## config.mk

```make
export PLATFORM = sky130hd
export DESIGN_NAME = sd_cmd_rx
export DESIGN_NICKNAME = d
export VERILOG_FILES = /design/src/rtl/sd_cmd_rx.sv
export SDC_FILE = /design/constraint.sdc
export NUM_CORES = 1
export LEC_CHECK = 0
export CAP_MARGIN = 20
export CORE_MARGIN = 2
export CORE_UTILIZATION = 51
export DETAILED_ROUTE_END_ITERATION = 8
export GPL_TIMING_DRIVEN = 0
export PLACE_DENSITY = 0.8
export SLEW_MARGIN = 20
export SYNTH_ARGS = -nofsm -noshare
export SYNTH_HDL_FRONTEND = slang
export SYNTH_SLANG_ARGS = --single-unit
```

## constraint.sdc

```tcl
create_clock -name clk -period 2.35 [get_ports clk]
set_input_delay 0.5875 -clock clk [delete_from_list [all_inputs] [get_ports clk]]
set_output_delay 0.5875 -clock clk [all_outputs]
set_load 0.01 [all_outputs]
```

## src/rtl/sd_cmd_rx.sv

```systemverilog
// SD host CMD-line response receiver: waits for a start bit within N_CR strobes,
// shifts in a 48- or 136-bit frame and reports CRC7, framing and timeout status.
module sd_cmd_rx #(
    parameter int NCR_MAX = 64
) (
    input  logic         clk,
    input  logic         res,
    input  logic         sd_clk_rise,
    input  logic         cmd_in,
    input  logic         start,
    input  logic         long_resp,
    input  logic         check_crc,
    output logic         busy,
    output logic         done,
    output logic [135:0] resp,
    output logic         crc_err,
    output logic         frame_err,
    output logic         timeout_err
);

    typedef enum logic [1:0] {IDLE, WAIT_START, RECV, DONE} state_t;

    localparam logic [7:0] NCR_LAST = 8'(NCR_MAX - 1);

    state_t       state;
    logic [7:0]   ncr_cnt;
    logic [7:0]   bit_cnt;
    logic [6:0]   crc;
    logic         long_q;
    logic         check_q;

    logic [135:0] resp_shift;
    logic [7:0]   bit_next;
    logic [7:0]   frame_len;
    logic         crc_cover;
    logic         crc_fb;
    logic [6:0]   crc_next;
    logic         trans_bit;

    assign resp_shift = {resp[134:0], cmd_in};
    assign bit_next   = bit_cnt + 8'd1;
    assign frame_len  = long_q ? 8'd136 : 8'd48;
    // R2 frames exclude the start, transmission and reserved header bits from the CRC.
    assign crc_cover  = long_q ? (bit_next >= 8'd9 && bit_next <= 8'd128)
                               : (bit_next <= 8'd40);
    assign crc_fb     = crc[6] ^ cmd_in;
    assign crc_next   = {crc[5:3], crc[2] ^ crc_fb, crc[1:0], crc_fb};
    assign trans_bit  = long_q ? resp_shift[134] : resp_shift[46];

    // NOTE: every register here is written with <= so all updates see pre-edge values.
    always_ff @(posedge clk) begin
        if (res) begin
            state       <= IDLE;
            busy        <= 1'b0;
            done        <= 1'b0;
            resp        <= '0;
            crc_err     <= 1'b0;
            frame_err   <= 1'b0;
            timeout_err <= 1'b0;
            ncr_cnt     <= '0;
            bit_cnt     <= '0;
            crc         <= '0;
            long_q      <= 1'b0;
            check_q     <= 1'b0;
        end else begin
            case (state)
                IDLE: begin
                    done <= 1'b0;
                    if (start) begin
                        state       <= WAIT_START;
                        busy        <= 1'b1;
                        long_q      <= long_resp;
                        check_q     <= check_crc;
                        resp        <= '0;
                        crc_err     <= 1'b0;
                        frame_err   <= 1'b0;
                        timeout_err <= 1'b0;
                        ncr_cnt     <= '0;
                        bit_cnt     <= '0;
                        crc         <= '0;
                    end
                end
                WAIT_START: begin
                    if (sd_clk_rise) begin
                        if (!cmd_in) begin
                            resp    <= resp_shift;
                            bit_cnt <= 8'd1;
                            if (!long_q) crc <= crc_next;
                            state   <= RECV;
                        end else if (ncr_cnt == NCR_LAST) begin
                            timeout_err <= 1'b1;
                            done        <= 1'b1;
                            state       <= DONE;
                        end else begin
                            ncr_cnt <= ncr_cnt + 8'd1;
                        end
                    end
                end
                RECV: begin
                    if (sd_clk_rise) begin
                        resp    <= resp_shift;
                        bit_cnt <= bit_next;
                        if (crc_cover) crc <= crc_next;
                        if (bit_next == frame_len) begin
                            // resp[6:0] still holds frame bits 7..1 before this final shift.
                            crc_err   <= check_q && (crc != resp[6:0]);
                            frame_err <= trans_bit || !cmd_in;
                            done      <= 1'b1;
                            state     <= DONE;
                        end
                    end
                end
                DONE: begin
                    done  <= 1'b0;
                    busy  <= 1'b0;
                    state <= IDLE;
                end
                default: state <= IDLE;
            endcase
        end
    end

endmodule
```

# Word level (Yosys, flattened, before mapping)
# Index checks and enable logic that the tools add are counted.
# op_classes
addsub	2
n_reduce_logical	19
muxes	47
order_cmp	3
n_eq_ne	17
bitwise	2
# ops
cell	n
two-way mux 136 bit	4
one-hot mux 136 bit (3 select lines)	1
two-way mux 8 bit	8
two-way mux 7 bit	6
AND reduction 5 bit	5
one-hot mux 8 bit (3 select lines)	1
one-hot mux 7 bit (3 select lines)	1
!= test 2 bit (second input constant)	10
adder 8 x 1 -> 8 bit (second input constant)	2
one-hot mux 8 bit (2 select lines)	1
two-way mux 1 bit	13
two-way mux 2 bit	6
== test 8 x 6 -> 1 bit (second input constant)	1
== test 8 bit	1
>= comparator 8 x 4 -> 1 bit (second input constant)	1
less-or-equal comparator 8 x 6 -> 1 bit (second input constant)	1
less-or-equal comparator 8 bit (second input constant)	1
one-hot mux 1 bit (2 select lines)	4
one-hot mux 2 bit (4 select lines)	1
!= test 7 bit	1
AND reduction 7 bit	1
nonzero test 2 bit	3
== test 2 bit (second input constant)	2
AND reduction 2 bit	2
other kinds (11)	13
# totals
in_bits	7
regBits	168

# Depth between registers and ports, before layout
# Gate-level depths: netlist of the first run.
# depth
word_depth	7
ltp_mapped	10

# Worst setup path before layout of the first run
# OpenSTA, ideal clock, no wires.
# synth_path
path_kind	register -> register
startpoint	register bit_cnt[0]
endpoint	register crc[1]
stages_incl_launch_ff	10
n_path_buf	1
period_less_slack_ns	2.052
slack_ns	0.298
arrival_time_ns	1.906
setup_time_ns	0.146
cell_sequence	dfxtp_1 > buf_4 > inv_1 > ha_1 > nor2b_1 > o21ai_0 > a21oi_1 > o2111a_1 > o21ai_0 > o221ai_1
# synth_via
elab_chain_cells	6
elab_cells_between_ends	8
# synth_rtl
element	line	source
start, declared	27	logic [7:0] bit_cnt;
start signal, assigned	102	bit_cnt <= bit_next;
adder 8 x 1 -> 8 bit *	41	assign bit_next = bit_cnt + 8'd1;
>= comparator 8 x 4 -> 1 bit / less-or-equal comparator 8 bit (equally long branches)	44	assign crc_cover = long_q ? (bit_next >= 8'd9 && bit_next <= 8'd128)
logical AND 1 bit	44	
two-way mux 1 bit *	44	
!= test 2 bit (no source line) *	-	
AND reduction 7 bit (no source line) *	-	
end signal, assigned	88	if (!long_q) crc <= crc_next;
end signal, assigned	103	if (crc_cover) crc <= crc_next;
end, declared	28	logic [6:0] crc;
# Mark *: on every way between the ends. The rest lies on a longest branch, timed or not.
# A chain may end at the register's enable or synchronous reset.

# Worst setup path in the final report of the first run
# layout_path
startpoint	input port cmd_in
endpoint	register resp[72]
# layout_via
elab_chain_cells	2
# layout_rtl
element	line	source
start, declared	9	input logic cmd_in,
!= test 2 bit (no source line)	-	
AND reduction 5 bit (no source line)	-	
end signal, assigned	86	resp <= resp_shift;
end signal, assigned	101	resp <= resp_shift;
end, declared	15	output logic [135:0] resp,
# Every way passes these cells.

==> results.md, run 1 <==
* WL per Instance at 15.7 um
* H-tree depth at 4
* Cts bufs inserted at 17
* Crit-path cells: clkdlybuf4s50_1, o22ai_2, and3b_1, clkbuf_4, buf_6, buf_2, nand3_1, a21oi_1
* WP buf/inv at 4
* Clock tree sinks at 168
* First-pass DRT Iterations at 5
* Worst vdd ir at 0.610 mV
* GP Congestion at 0.975
* Reg power frac at 36.5%
* Fillers at 1142
* Area grow syn2layout at 33.4%
* CTS tree: yes
* Clock power share at 34.3%
* Crit Path Max Fanout at 10
* Register area share after synthesis at 47.1%
* Final setup fails at 0
* Max incr delay on CP at 0.58 ns
* Post-route worst setup slack at 0.0544 ns
* Switch share at 36.6%
* Die Span Y at 122 um
* Pin count of the biggest net entering global routing at 20
* Hold-fix buffers, CTS at 0
* Clk Latency, worst-skew pair at 0.43 ns
* Routed Antenna Nets at 0
* Initial DRC Count at 496
* Max-cap violations at 0
* Postcts setup bufs at 0
* Leakage at 3.12 nW
* Post-synth ARST share at 0%
* First-pass GRT wire length at 30.6 mm
* Capturing point of the worst reg2reg path: crc_err
* P_int at 0.00515 W
* PwrDens at 853 nW/um^2
* Setup CP Type: in -> reg
* Net Switching at 0.00298 W
* Nets@finish at 1071
* Via count of the first global-routing pass at 6288
* Clock Tree Root: clkbuf_16
* Area of the multi-input gates at 3410 sq um
* Worst slew margin at 52.5%
* Kind of start point of the critical path: input port
* Initial antenna violation count at 0
* Combinational power share at 29.2%
* Placement Setup Slack at -0.605 ns
* Hold WC Path Type: reg -> reg
* RR Startpoint: bit_cnt[1]
* Setup Skew at 0.00789 ns
* Reg2reg path depth at 8
* CP required at 2.70 ns
* Post-synth EDFFs at 0
* Final Max Slew Viols at 0
* DP Area at 8830 sq um
* Total Routing Usage GR at 25.5%
* Ant. Diodes at 0
* Top_reg_cell synth: dfxtp_1
* Post-detail-place hpwl at 13.1 mm
* Worst hold start: resp[135]
* Core area at 13800 sq um
* Hold Crit Depth at 2
* Critical path arrival at 2.65 ns
* Library cells used by synthesis at 65
* Yosys warning total at 0
* Die area at 15000 sq um
* GRT Residual Overflow at 0
* Cells after Synth at 892
* Setup crit end kind: flop
* I/O pin cnt at 148
* Synthesized flop and latch total at 168
* Via count at 7033
* Syn Nets at 907
* Register area at 3370 sq um
* Drt total wl at 19.6 mm
* Hold EP: resp[135]
* PortBufs at 146
* R2R setup slack at 0.07 ns
* Clock-pin slew on the worst setup and hold paths at 0.06 ns
* Post-Syn Area at 7140 sq um
* Chip Width at 122 um
* DR DRC count at 0
* Floorplan row count at 43
* Vias per Instance at 5.64
* Min Clock Period, post-route at 2.30 ns
* Share of cells above drive strength 1 at 9.93%
* Average size of a mapped cell at 8.01 sq um
* Final Hold Viols at 0
* Status: completed
* Top delay family on crit path: buffers and inverters
* Critical path's slowest cell: clkdlybuf4s50_1
* Worst-Margin Slew at 0.712 ns
* Max frequency at 436 MHz
* Max Buffers Root-to-Sink at 2
* Starting Density at 51.9%
* Final Instance Area at 9530 sq um
* RSZ-0062 raised after global routing: yes
* Period utilization at 97.7%
-- power by group through the flow --
stage / Combinational (W) / Clock [W] / Sequential (W)
floorplan: 0.00158 / 0 / 0.00302
global placement: 0.00218 / 0 / 0.00302
detailed placement: 0.00219 / 0 / 0.00303
CTS: 0.00224 / 0.00282 / 0.00296
global route: 0.00259 / 0.00295 / 0.00297
finish: 0.00238 / 0.00279 / 0.00296
-- metrics by stage --
stage	cells	TNS [ns]	util, %	hold WS, ns	power [W]
after floorplan	892	0	-	0.437	0.00459
after global placement	1218	-78.23	64.1	0.439	0.00521
after detailed placement	1218	-80.84	64.1	0.448	0.00522
after CTS	1248	0	68.6	0.460	0.00802
after global routing	1248	-0.313	69.2	0.484	0.00850
final	1248	0	69.2	0.455	0.00813
-- final cells by class --
type,instances,share of cell area (%)
well taps,180,2.36
plain buffers,77,4.53
flip-flops and latches,168,35.3
repair buffers,146,15.3
clock inverters,9,1.18
multi-input cells,630,35.8
clock buffers,22,4.87
inverters,16,0.630
-- metal layers --
metal | global-route usage (%) | wire length, um | vias up
li1 | - | - | 3438
met1 | 32.1 | 8330 | 3288
met2 | 40.5 | 9130 | 262
met3 | 8.69 | 1600 | 45
met4 | 9.48 | 518 | 0
met5 | 0 | 0 | -
-- registers in the layout, summed over array words and instances, names as in the netlist --
name	cells
ncr_cnt	8
bit_cnt	8
done	1
long_q	1
check_q	1
timeout_err	1
resp	136
crc	7
busy	1
state	2
frame_err	1
crc_err	1
-- cells in the mapped netlist (4+ instances only) --
| cell | number | area (sq um) |
|---|---|---|
| inv_1 | 16 | 60.1 |
| nand4_1 | 8 | 50.1 |
| nand2_1 | 165 | 619 |
| ha_1 | 8 | 100 |
| nand3b_1 | 4 | 30.0 |
| o21ai_0 | 13 | 65.1 |
| buf_2 | 12 | 60.1 |
| nor2_1 | 22 | 82.6 |
| nand2b_1 | 4 | 25.0 |
| a21oi_1 | 154 | 771 |
| nor3_1 | 6 | 30.0 |
| o221ai_1 | 5 | 43.8 |
| dfxtp_1 | 168 | 3360 |
| xor2_1 | 10 | 87.6 |
| clkbuf_1 | 48 | 180 |
| buf_1 | 7 | 26.3 |
| o211ai_1 | 5 | 37.5 |
| nor2b_1 | 4 | 25.0 |
| nand3_1 | 147 | 736 |
| xnor2_1 | 10 | 87.6 |
| buf_6 | 6 | 67.6 |
| nor4_1 | 6 | 37.5 |
-- cell families after synthesis --
family | Yosys count | share of synthesized area (%)
XOR/XNOR | 20 | 2.45
adder cells (fa/ha/maj) | 8 | 1.40
multiplexers | 3 | 0.438
AND/OR/NAND/NOR | 389 | 25.4
flip-flops | 168 | 47.1
buffers and inverters | 94 | 6.22
AO/OA/AOI/OAI | 210 | 17.0
-- layout by cell type (no fill, tap or decap), drive strengths merged, types with 5 or more instances in the layout --
cell and count:
a21oi 155, buf 17, clkbuf 82, clkdlybuf4s50 145, dfxtp 168, ha 8, inv 20, nand2 165
nand3 147, nand4 8, nor2 22, nor3 6, nor4 6, o211ai 5, o21ai 15, o221ai 5
xnor2 10, xor2 10
-- repair_timing --
item,CTS,global route
setup endpoints to repair,152,154
gates resized for setup,10,61
pin swaps,0,5
hold endpoints to repair,0,0
-- worst max-delay path by stage --
stage / from / to / cells past startpoint
6_report: cmd_in / resp[72] / 8
5_1_grt: state[1] / crc[4] / 9
4_1_cts: bit_cnt[1] / crc[4] / 8
3_5_place_dp: sd_clk_rise / resp[72] / 9
3_3_place_gp: sd_clk_rise / resp[94] / 9
2_1_floorplan: bit_cnt[0] / crc[1] / 9
-- worst reg2reg max path, delay by kind of cell, from the launching register on --
kind | cells | cell delay (ns)
AO/OA/AOI/OAI | 3 | 0.73
AND/OR/NAND/NOR | 2 | 0.42
multiplexers | 1 | 0.36
flip-flops | 1 | 0.35
adder cells (fa/ha/maj) | 1 | 0.21
buffers and inverters | 1 | 0.14
(Power assumes the default switching activity.)
==> run 2, diff against run 1 <==
--- a/config.mk
+++ b/config.mk
@@ -7,10 +7,10 @@
 export LEC_CHECK = 0
 export CAP_MARGIN = 20
 export CORE_MARGIN = 2
-export CORE_UTILIZATION = 51
+export CORE_UTILIZATION = 25
 export DETAILED_ROUTE_END_ITERATION = 8
+export GPL_ROUTABILITY_DRIVEN = 0
 export GPL_TIMING_DRIVEN = 0
-export PLACE_DENSITY = 0.8
 export SLEW_MARGIN = 20
 export SYNTH_ARGS = -nofsm -noshare
 export SYNTH_HDL_FRONTEND = slang
==> constraint.sdc (replaced) <==
create_clock -name clk -period 1.85 [get_ports clk]
set_input_delay 0.4625 -clock clk [delete_from_list [all_inputs] [get_ports clk]]
set_output_delay 0.4625 -clock clk [all_outputs]
set_load 0.01 [all_outputs]
==> run 2 against run 1 <==
Net effect:
- the flow now finishes with violations (setup timing)
- worst hold slack worse by 0.054 ns
- non-clock buffer count grew 70
- final cell count increased by 22%
- flip-flop and latch count unchanged
- via count is 6.6% higher
- die area grew 100%
- power rose by 85%
- clock skew grew 0.0092 ns
- count of clock-buffer cells in the layout is 5 lower
- design area is 35% higher
- sequential share of layout area decreased by 8.8 points
==> results.md, run 2 (synthesized netlist as in run 1, its figures left out) <==
* Status: finished with violations (was completed)
* Failing checks: setup timing
* Vias per Instance at 4.94 (was 5.64)
* Area of the multi-input gates at 4910 sq um (was 3410 sq um)
* Clock-pin slew on the worst setup and hold paths at 0.08 ns (was 0.06 ns)
* Most common cell after layout, fill and taps aside: nand2_1 (was dfxtp_1)
* Min Clock Period, post-route at 2.09 ns
* Via count at 7495 (was 7033)
* Power Total at 0.0150 W (was 0.00813 W)
* Leakage at 5.63 nW (was 3.12 nW)
* Most frequent cells in the layout: nand2_1 (164), dfxtp_1 (132), a21oi_2 (96) (was dfxtp_1 (166), nand2_1 (165), a21oi_1 (154))
* H-tree depth at 4 (unchanged)
* Total Routing Usage GR at 15.5% (was 25.5%)
* Worst slew margin at 45.7% (was 52.5%)
* P_int at 0.00929 W (was 0.00515 W)
* Clock tree sinks at 168 (unchanged)
* Worst vdd ir at 0.635 mV (was 0.610 mV)
* Initial DRC Count at 513 (was 496)
* Setup crit end kind: flop (unchanged)
* Kind of start point of the critical path: flop (was input port)
* WL per Instance at 16.9 um (was 15.7 um)
* Max frequency at 478 MHz
* Clock power share at 25.1% (was 34.3%)
* First-pass DRT Iterations at 5 (unchanged)
* Final Max Slew Viols at 0 (unchanged)
* Period utilization at 113%
* Starting Density at 25.6% (was 51.9%)
* Routed Antenna Nets at 0 (unchanged)
* RSZ-0062 raised after global routing: yes (unchanged)
* Hold-fix buffers, CTS at 0 (unchanged)
* Worst-Margin Slew at 0.814 ns (was 0.712 ns)
* Combinational power share at 49.8% (was 29.2%)
* Critical path arrival at 2.41 ns (was 2.65 ns)
* Die Span Y at 173 um (was 122 um)
* Crit Path Max Fanout at 7 (was 10)
* Clock Tree Root: clkbuf_16 (unchanged)
* Biggest regs: resp: 136 flops, bit_cnt: 8 flops, ncr_cnt: 8 flops (unchanged)
* Hold WC Path Type: in -> reg (was reg -> reg)
* Drt total wl at 25.7 mm (was 19.6 mm)
* Hold WS at 0.401 ns (was 0.455 ns)
* Post-Layout Cell Count at 1517 (was 1248)
* Final Hold Viols at 0 (unchanged)
* Register area at 3420 sq um (was 3370 sq um)
* Share of cells above drive strength 1 at 42.4% (was 9.93%)
* GRT Residual Overflow at 0 (unchanged)
* Die area at 29900 sq um (was 15000 sq um)
* Final Instance Area at 12900 sq um (was 9530 sq um)
* Core area at 27900 sq um (was 13800 sq um)
* Reg with most FFs: resp (unchanged)
* Fillers at 2574 (was 1142)
* DP Area at 9200 sq um (was 8830 sq um)
* Max reg flops at 136 (unchanged)
* PortBufs at 146 (unchanged)
* Nets@finish at 1141 (was 1071)
* Max-cap violations at 0 (unchanged)
* I/O pin cnt at 148 (unchanged)
* Floorplan row count at 61 (was 43)
* Clk Latency, worst-skew pair at 0.44 ns (was 0.43 ns)
* Cts bufs inserted at 17 (unchanged)
* Area grow syn2layout at 80.4% (was 33.4%)
* Setup Skew at 0.0171 ns (was 0.00789 ns)
* Final setup fails at 152 (was 0)
* DR DRC count at 0 (unchanged)
* Max Buffers Root-to-Sink at 2 (unchanged)
* Initial antenna violation count at 0 (unchanged)
* Post-route worst setup slack at -0.240 ns (was 0.0544 ns)
* Switch share at 38.2% (was 36.6%)
* Pin count of the biggest net entering global routing at 20 (unchanged)
* Via count of the first global-routing pass at 7053 (was 6288)
* Ant. Diodes at 0 (unchanged)
* CP required at 2.17 ns (was 2.70 ns)
* Cells after DPL at 1416 (was 1218)
* PwrDens at 1170 nW/um^2 (was 853 nW/um^2)
* Chip Width at 173 um (was 122 um)
* Reg power frac at 25.1% (was 36.5%)
* CTS tree: yes (unchanged)
* Post-detail-place hpwl at 15.3 mm (was 13.1 mm)
* First-pass GRT wire length at 37.8 mm (was 30.6 mm)
* Setup CP Type: reg -> reg (was in -> reg)
* Net Switching at 0.00573 W (was 0.00298 W)
[run 2: cell count changes in the layout (fill, tap and decap cells not counted), sizes merged, moves of 2 or more]
cell / previous run / this run
inv: 20 / 24
buf: 17 / 90
clkbuf: 82 / 74
dlygate4sd2: 1 / 32
clkdlybuf4s50: 145 / 28
clkinv: 2 / 4
dlymetal6s2s: 0 / 86
[run 2: per-stage QoR]
step | utilization [%] | setup WS (ns) | TNS [ns]
final | 46.1 | -0.240 | -12.71
after global placement | 32.9 | -1.04 | -144.93
after detailed placement | 32.9 | -1.10 | -151.43
after CTS | 39.9 | -0.185 | -5.22
after global routing | 46.1 | -0.318 | -24.72
after floorplan | - | -0.0983 | -0.753
[run 2: path summary, 6_finish.rpt]
kind / from / end / slack [ns] / depth (start not counted)
max: bit_cnt[0] / done / -0.24 / 9
min: res / crc_err / 0.40 / 3
max reg2reg: bit_cnt[0] / done / -0.24 / 9
min reg2reg: resp[21] / resp[22] / 0.47 / 2
[run 2: layout make-up]
type / instances / area share (%)
well taps: 378 / 3.67
flip-flops and latches: 168 / 26.5
multi-input cells: 630 / 38.1
plain buffers: 74 / 5.69
clock inverters: 15 / 1.53
repair buffers: 219 / 20.7
clock buffers: 17 / 3.30
inverters: 16 / 0.505
[run 2: worst max-delay path: stages, from the launching register on]
cell and delay (ns):
dfxtp_4 0.37, ha_4 0.16, and3_4 0.22, buf_4 0.14, a211oi_2 0.26, nand2_1 0.17, o32ai_4 0.32, buf_6 0.16
nand3b_1 0.08, o311ai_0 0.10
[run 2: power groups by stage]
stage	Sequential (W)	Combinational (W)	Clock, W
after floorplan	0.00384	0.00212	0
after global placement	0.00385	0.00306	0
after detailed placement	0.00385	0.00307	0
after CTS	0.00377	0.00600	0.00382
after global routing	0.00378	0.00788	0.00396
final	0.00377	0.00748	0.00377
[run 2: routing by layer]
metal	routed length (um)	global-route usage [%]	part of all wire, %	up-vias
met1	11000	19.3	43	3663
met4	730	4.84	2.8	0
met5	0	0	0	-
li1	-	-	-	3589
met2	12600	26.1	49	199
met3	1400	4.27	5.4	44
[run 2: what timing repair did]
action | CTS | global route
buffers inserted | 29 | 25
endpoints found under the setup margin | 200 | 252
resized for setup | 231 | 408
endpoints found under the hold margin | 0 | 0
gates cloned | 19 | 6
pin swaps | 94 | 124
